[config.mk]
export PLATFORM = sky130hd
export DESIGN_NAME = seqdet_bit_feeder
export DESIGN_NICKNAME = d
export VERILOG_FILES = /design/src/rtl/seqdet_bit_feeder_pkg.sv /design/src/rtl/seqdet_bit_feeder_btn_edge_sync.sv /design/src/rtl/seqdet_bit_feeder.sv
export SDC_FILE = /design/constraint.sdc
export NUM_CORES = 1
export LEC_CHECK = 0
export CAP_MARGIN = 5
export CORE_UTILIZATION = 56
export DETAILED_ROUTE_END_ITERATION = 16
export PLACE_DENSITY = 0.79
export SETUP_SLACK_MARGIN = 0.02
export SYNTH_ARGS = -nofsm -noshare
export SYNTH_HDL_FRONTEND = slang
export SYNTH_SLANG_ARGS = --single-unit
export TNS_END_PERCENT = 5
[constraint.sdc]
create_clock -name clk -period 3.4 [get_ports clk]
set_input_delay 0.85 -clock clk [delete_from_list [all_inputs] [get_ports clk]]
set_output_delay 0.85 -clock clk [all_outputs]
set_load 0.05 [all_outputs]
[src/rtl/seqdet_bit_feeder_pkg.sv]
`default_nettype none
// ============================================================================
//  Module : seqdet_bit_feeder_pkg
//  Brief  : Shared state encodings and default sizing for the bit feeder.
//  Rev    : 1.0  initial release
// ============================================================================
package seqdet_bit_feeder_pkg;

    // Feeder FSM state encodings (2-bit)
    localparam logic [1:0] ST_IDLE  = 2'd0;
    localparam logic [1:0] ST_SHIFT = 2'd1;
    localparam logic [1:0] ST_DONE  = 2'd2;

    // Default sizing of the serializer
    localparam int c_DEF_WIDTH      = 8;
    localparam int c_DEF_TICK_DIV   = 25;
    localparam int c_DEF_SAMPLE_DIV = 16;

endpackage
`default_nettype wire

[src/rtl/seqdet_bit_feeder_btn_edge_sync.sv]
`default_nettype none
// ============================================================================
//  Module : seqdet_bit_feeder_btn_edge_sync
//  Brief  : Two-flop button sampler with a registered single-cycle rising
//           edge pulse. Samples only when i_strobe is high.
//  Rev    : 1.0  initial release
// ============================================================================
module seqdet_bit_feeder_btn_edge_sync
    import seqdet_bit_feeder_pkg::*;
(
    input  logic clk,
    input  logic reset,
    input  logic i_strobe,
    input  logic i_btn,
    output logic o_edge
);

    logic r_q1;
    logic r_q2;
    logic r_edge;

    // Sample the raw button on the strobe and register one pulse per rising edge.
    // Gating the pulse with the strobe keeps it one clk wide even when the
    // sample period is many cycles long.
    always_ff @(posedge clk) begin
        if (reset) begin
            r_q1   <= 1'b0;
            r_q2   <= 1'b0;
            r_edge <= 1'b0;
        end else begin
            if (i_strobe) begin
                r_q1 <= i_btn;
                r_q2 <= r_q1;
            end
            r_edge <= i_strobe & r_q1 & ~r_q2;
        end
    end

    assign o_edge = r_edge;

endmodule
`default_nettype wire

[src/rtl/seqdet_bit_feeder.sv]
`default_nettype none
// ============================================================================
//  Module : seqdet_bit_feeder
//  Brief  : Captures a switch pattern on a start press and serializes it LSB
//           first, one bit per prescaler tick, to the sequence detector.
//  Rev    : 1.0  initial release
// ============================================================================
module seqdet_bit_feeder
    import seqdet_bit_feeder_pkg::*;
#(
    parameter int WIDTH      = c_DEF_WIDTH,
    parameter int TICK_DIV   = c_DEF_TICK_DIV,
    parameter int SAMPLE_DIV = c_DEF_SAMPLE_DIV
)(
    input  logic             clk,
    input  logic             reset,
    input  logic [WIDTH-1:0] i_sw,
    input  logic             i_btn_start,
    input  logic             i_btn_abort,
    output logic             o_x,
    output logic             o_bit_valid,
    output logic             o_fsm_reset,
    output logic             o_busy,
    output logic             o_done,
    output logic [3:0]       o_bit_idx,
    output logic [WIDTH-1:0] o_led_onehot
);

    localparam logic [3:0] c_IDX_NONE = 4'(WIDTH);
    localparam logic [3:0] c_IDX_LAST = 4'(WIDTH - 1);

    logic                w_sample;
    logic                w_start_ed;
    logic                w_abort_ed;
    logic                w_tick;
    logic                w_pre_clr;
    logic [TICK_DIV-1:0] r_pre;

    logic [1:0]          r_state;
    logic [1:0]          w_state_nxt;
    logic [WIDTH-1:0]    r_shadow;
    logic [WIDTH-1:0]    w_shadow_nxt;
    logic [3:0]          r_idx;
    logic [3:0]          w_idx_nxt;
    logic                r_x;
    logic                w_x_nxt;

    // ------------------------------------------------------------------
    // Button sample strobe: every cycle, or when the low SAMPLE_DIV bits
    // of a free-running counter are all ones.
    // ------------------------------------------------------------------
    generate
        if (SAMPLE_DIV == 0) begin : g_sample_always
            assign w_sample = 1'b1;
        end else begin : g_sample_div
            logic [SAMPLE_DIV-1:0] r_div;

            // Free-running sample divider
            always_ff @(posedge clk) begin
                if (reset) r_div <= '0;
                else       r_div <= r_div + SAMPLE_DIV'(1);
            end

            assign w_sample = &r_div;
        end
    endgenerate

    seqdet_bit_feeder_btn_edge_sync u_start_sync (
        .clk      (clk),
        .reset    (reset),
        .i_strobe (w_sample),
        .i_btn    (i_btn_start),
        .o_edge   (w_start_ed)
    );

    seqdet_bit_feeder_btn_edge_sync u_abort_sync (
        .clk      (clk),
        .reset    (reset),
        .i_strobe (w_sample),
        .i_btn    (i_btn_abort),
        .o_edge   (w_abort_ed)
    );

    // Bit-period prescaler, restarted on every entry into SHIFT so the
    // first bit lasts a full period.
    always_ff @(posedge clk) begin
        if (reset || w_pre_clr) r_pre <= '0;
        else                    r_pre <= r_pre + TICK_DIV'(1);
    end

    assign w_tick = &r_pre;

    // FSM state register
    always_ff @(posedge clk) begin
        if (reset) r_state <= ST_IDLE;
        else       r_state <= w_state_nxt;
    end

    // Next-state, capture and index logic; abort overrides start and tick
    always_comb begin
        w_state_nxt  = r_state;
        w_shadow_nxt = r_shadow;
        w_idx_nxt    = r_idx;
        w_pre_clr    = 1'b0;
        w_x_nxt      = 1'b0;
        if (w_abort_ed) begin
            w_state_nxt = ST_IDLE;
            w_idx_nxt   = c_IDX_NONE;
        end else begin
            case (r_state)
                ST_IDLE, ST_DONE: begin
                    if (w_start_ed) begin
                        w_shadow_nxt = i_sw;
                        w_idx_nxt    = 4'd0;
                        w_state_nxt  = ST_SHIFT;
                        w_pre_clr    = 1'b1;
                    end
                end
                ST_SHIFT: begin
                    if (w_tick) begin
                        if (r_idx == c_IDX_LAST) begin
                            w_idx_nxt   = c_IDX_NONE;
                            w_state_nxt = ST_DONE;
                        end else begin
                            w_idx_nxt = r_idx + 4'd1;
                        end
                    end
                end
                default: begin
                    w_state_nxt = ST_IDLE;
                    w_idx_nxt   = c_IDX_NONE;
                end
            endcase
        end
        // x is registered, so it is selected from the next-cycle shadow/index
        if (w_state_nxt == ST_SHIFT) begin
            for (int i = 0; i < WIDTH; i++) begin
                if (4'(i) == w_idx_nxt) w_x_nxt = w_shadow_nxt[i];
            end
        end
    end

    // Shadow pattern, bit index and serial output registers
    always_ff @(posedge clk) begin
        if (reset) begin
            r_shadow <= '0;
            r_idx    <= c_IDX_NONE;
            r_x      <= 1'b0;
        end else begin
            r_shadow <= w_shadow_nxt;
            r_idx    <= w_idx_nxt;
            r_x      <= w_x_nxt;
        end
    end

    // Outputs decoded from the current state
    always_comb begin
        o_fsm_reset  = (r_state == ST_IDLE);
        o_busy       = (r_state == ST_SHIFT);
        o_done       = (r_state == ST_DONE);
        o_bit_valid  = (r_state == ST_SHIFT) && w_tick && !w_abort_ed;
        o_led_onehot = '0;
        for (int i = 0; i < WIDTH; i++) begin
            if ((r_state == ST_SHIFT) && (r_idx == 4'(WIDTH - 1 - i)))
                o_led_onehot[i] = 1'b1;
        end
    end

    assign o_x       = r_x;
    assign o_bit_idx = r_idx;

endmodule
`default_nettype wire

==> summary.txt <==
asr flop ratio synth = 0
Reg-to-Reg Start = r_pre[0]$_SDFF_PP0_
Port Buffers = 28
post-route cell area = 3460 um2
fin crit share = 0.934
Antenna diodes = 0
Starting Density = 0.596
Max Clk Rate = 315 MHz
worst setup path end = o_led_onehot[5]
worst vdd ir = 275 uV
# nets final = 378
CTS max path bufs = 2
H-Tree Depth = 3
worst-path cell chain = or2b_4, nor3_1, and2_1, clkdlybuf4s50_1
Primary FF master, synth = dfxtp_1
clk sink count = 62
CTS tree = done
top post-synthesis cells by area = dfxtp_1 (43%), nor2_1 (8.3%), xor2_1 (7.6%)
first-pass GRT wire length = 9460 um
largest area contributor in the netlist = dfxtp_1
filler cell count = 382
pin count of the biggest net entering global routing = 26
clock latency on the worst-skew pair = 0.35 ns
GRT met3 Usage = 0.0947
Non-Filler Instances = 432
flop-to-flop setup slack = 0.76 ns
Max Cap Viol = 0
most common cell in the netlist = nor2_1
residual DRC count = 0
final hold violations = 0
Ports = 29
final setup vio count = 0
# Post-CTS Setup Buffers = 0
crit path from = r_state[0]$_SDFF_PP0_
# rows = 25
CTS hold repair buffers = 0
hpwl dp = 3860 um
status = finished, final reports clean
GRT overflow = 0
final worst setup slack = 0.226 ns
number of DRC markers in iteration 0 = 95
CP startpoint kind = flip-flop
logic depth of the worst setup path including buffers = 4
pre-CTS setup slack = 0.593 ns
Tmin final = 3.17 ns
layout cell share with drive strength beyond 1 = 0.0822
Post-DRT Antenna Nets = 0
initial antenna violation count = 0
Netlist Area Pre-Place = 2890 um2
Placed Cells = 416
Max Slew Vio Count = 0
crit path max fanout = 7
crit-path max cell delay = 0.80 ns
core area = 4850 um2
Hold Crit Class = reg -> reg
gpl congestion = 0.895
routed wire length per instance = 12.9 um
PostCTS Resize Cnt = 0
CTS Buf Count = 9
FF+latch count, synth = 62
Area after DPL = 3220 um2
grt met2 use = 0.362
CP max stage cell = clkdlybuf4s50_1
final WL = 5560 um
Post-Syn Nets = 348
post-synthesis area per instance = 8.75 um2
area grow syn2layout = 20.0%
Worst Setup Path Type = reg -> out
GRT Total Usage = 0.232
die area = 5450 um2
WP data arrival = 2.32 ns
Clk Tree Root Cell = clkbuf_8
Vias = 2353
worst hold start = u_start_sync.r_q2$_SDFFE_PP0P_
met1 GRT Util = 0.288
worst clock skew = 0.00739 ns
Post-Synthesis Cells = 330
First-pass DRT Iterations = 4
fin util = 0.715
slew at the pin with the worst max-slew slack = 0.595 ns
unrepaired setup endpoints after global routing = false
EDFF count, synth = 0
Most Crowded Layer GR = met2
Warnings, synthesis = 0
Die Span Y = 73.8 um
Power Density = 453 nW/um2
leakage power = 1.29 nW
Die X = 73.8 um
Yosys cell types = 46
vias in the first global route = 2143
FF-to-FF path depth = 8
CP Capture Type = output pin
top-area cell type share of the netlist area = 0.430
sequential area share after synthesis = 0.430
CP delay by family, top = buffers and inverters
post-route setup TNS = 0 ns
slew margin rel. = 0.600
Buf/Inv on CP = 1
reg2reg end = o_x$_SDFF_PP0_
via-per-instance ratio = 5.45
CP required = 2.55 ns
synth cell count leaders = nor2_1 (64), dfxtp_1 (62), nand2_1 (30), xor2_1 (25), nand4_1 (14)
clock slew seen by the registers of the worst setup and hold paths = 0.07 ns
==> power by group <==
part           total, mW  internal, mW  switching (mW)
clock              0.794         0.490           0.304
sequential         0.739         0.732         0.00694
combinational     0.0366        0.0192          0.0174
==> kinds of logic (layout without fill, tap and decap cells) <==
| family | count (synthesis) | after routing | synth area share |
|---|---|---|---|
| buffers and inverters | 20 | 55 | 0.0286 |
| flip-flops | 62 | 62 | 0.430 |
| XOR/XNOR | 36 | 36 | 0.109 |
| AND/OR/NAND/NOR | 173 | 173 | 0.313 |
| multiplexers | 6 | 6 | 0.0208 |
| AO/OA/AOI/OAI | 27 | 27 | 0.0728 |
| adder cells (fa/ha/maj) | 6 | 6 | 0.0260 |
==> flip-flops by register name, indices dropped and copies added (netlist names), 2 cells and up <==
name / count
g_sample_div.r_div: 16
o_bit_idx: 4
r_shadow: 8
r_state: 2
r_pre: 25
==> area by class of cell <==
class	instances	area (um2)	area share
Multi-Input combinational cell	248	1560	0.451
Sequential cell	62	1240	0.358
Timing Repair Buffer	31	300	0.0867
Clock buffer	9	124	0.0358
Clock inverter	7	121	0.0350
Tap cell	67	83.8	0.0242
Inverter	8	30.0	0.00867
==> layer usage <==
| metal | up-vias | share of wire |
|---|---|---|
| li1 | 1190 | - |
| met4 | 0 | 0.014 |
| met3 | 9 | 0.052 |
| met1 | 1092 | 0.48 |
| met2 | 62 | 0.46 |
| met5 | - | 0 |
==> cell usage in the layout (no fill, tap or decap), drive strengths merged, types with 10 or more instances in the layout <==
| master | count |
|---|---|
| xnor2 | 11 |
| nand4 | 15 |
| nor2 | 65 |
| clkdlybuf4s50 | 27 |
| xor2 | 25 |
| nand2 | 30 |
| nand3 | 13 |
| dfxtp | 62 |
| a21oi | 10 |
==> worst min-delay path by stage <==
stage	end	slack [ns]	cells after the start
final	u_start_sync.o_edge$_SDFF_PP0_	0.44	1
after floorplan	u_abort_sync.o_edge$_SDFF_PP0_	0.40	1
after detailed placement	u_abort_sync.o_edge$_SDFF_PP0_	0.42	1
after global routing	u_abort_sync.o_edge$_SDFF_PP0_	0.46	1
after global placement	u_start_sync.o_edge$_SDFF_PP0_	0.41	1
after CTS	u_start_sync.o_edge$_SDFF_PP0_	0.45	1
==> through the flow <==
stage               power (mW)  hold slack [ns]
CTS                       1.59            0.446
detailed placement       0.792            0.422
global route              1.62            0.458
floorplan                0.773            0.396
finish                    1.57            0.442
global placement         0.791            0.410
Power figures use the tool's default switching activity.
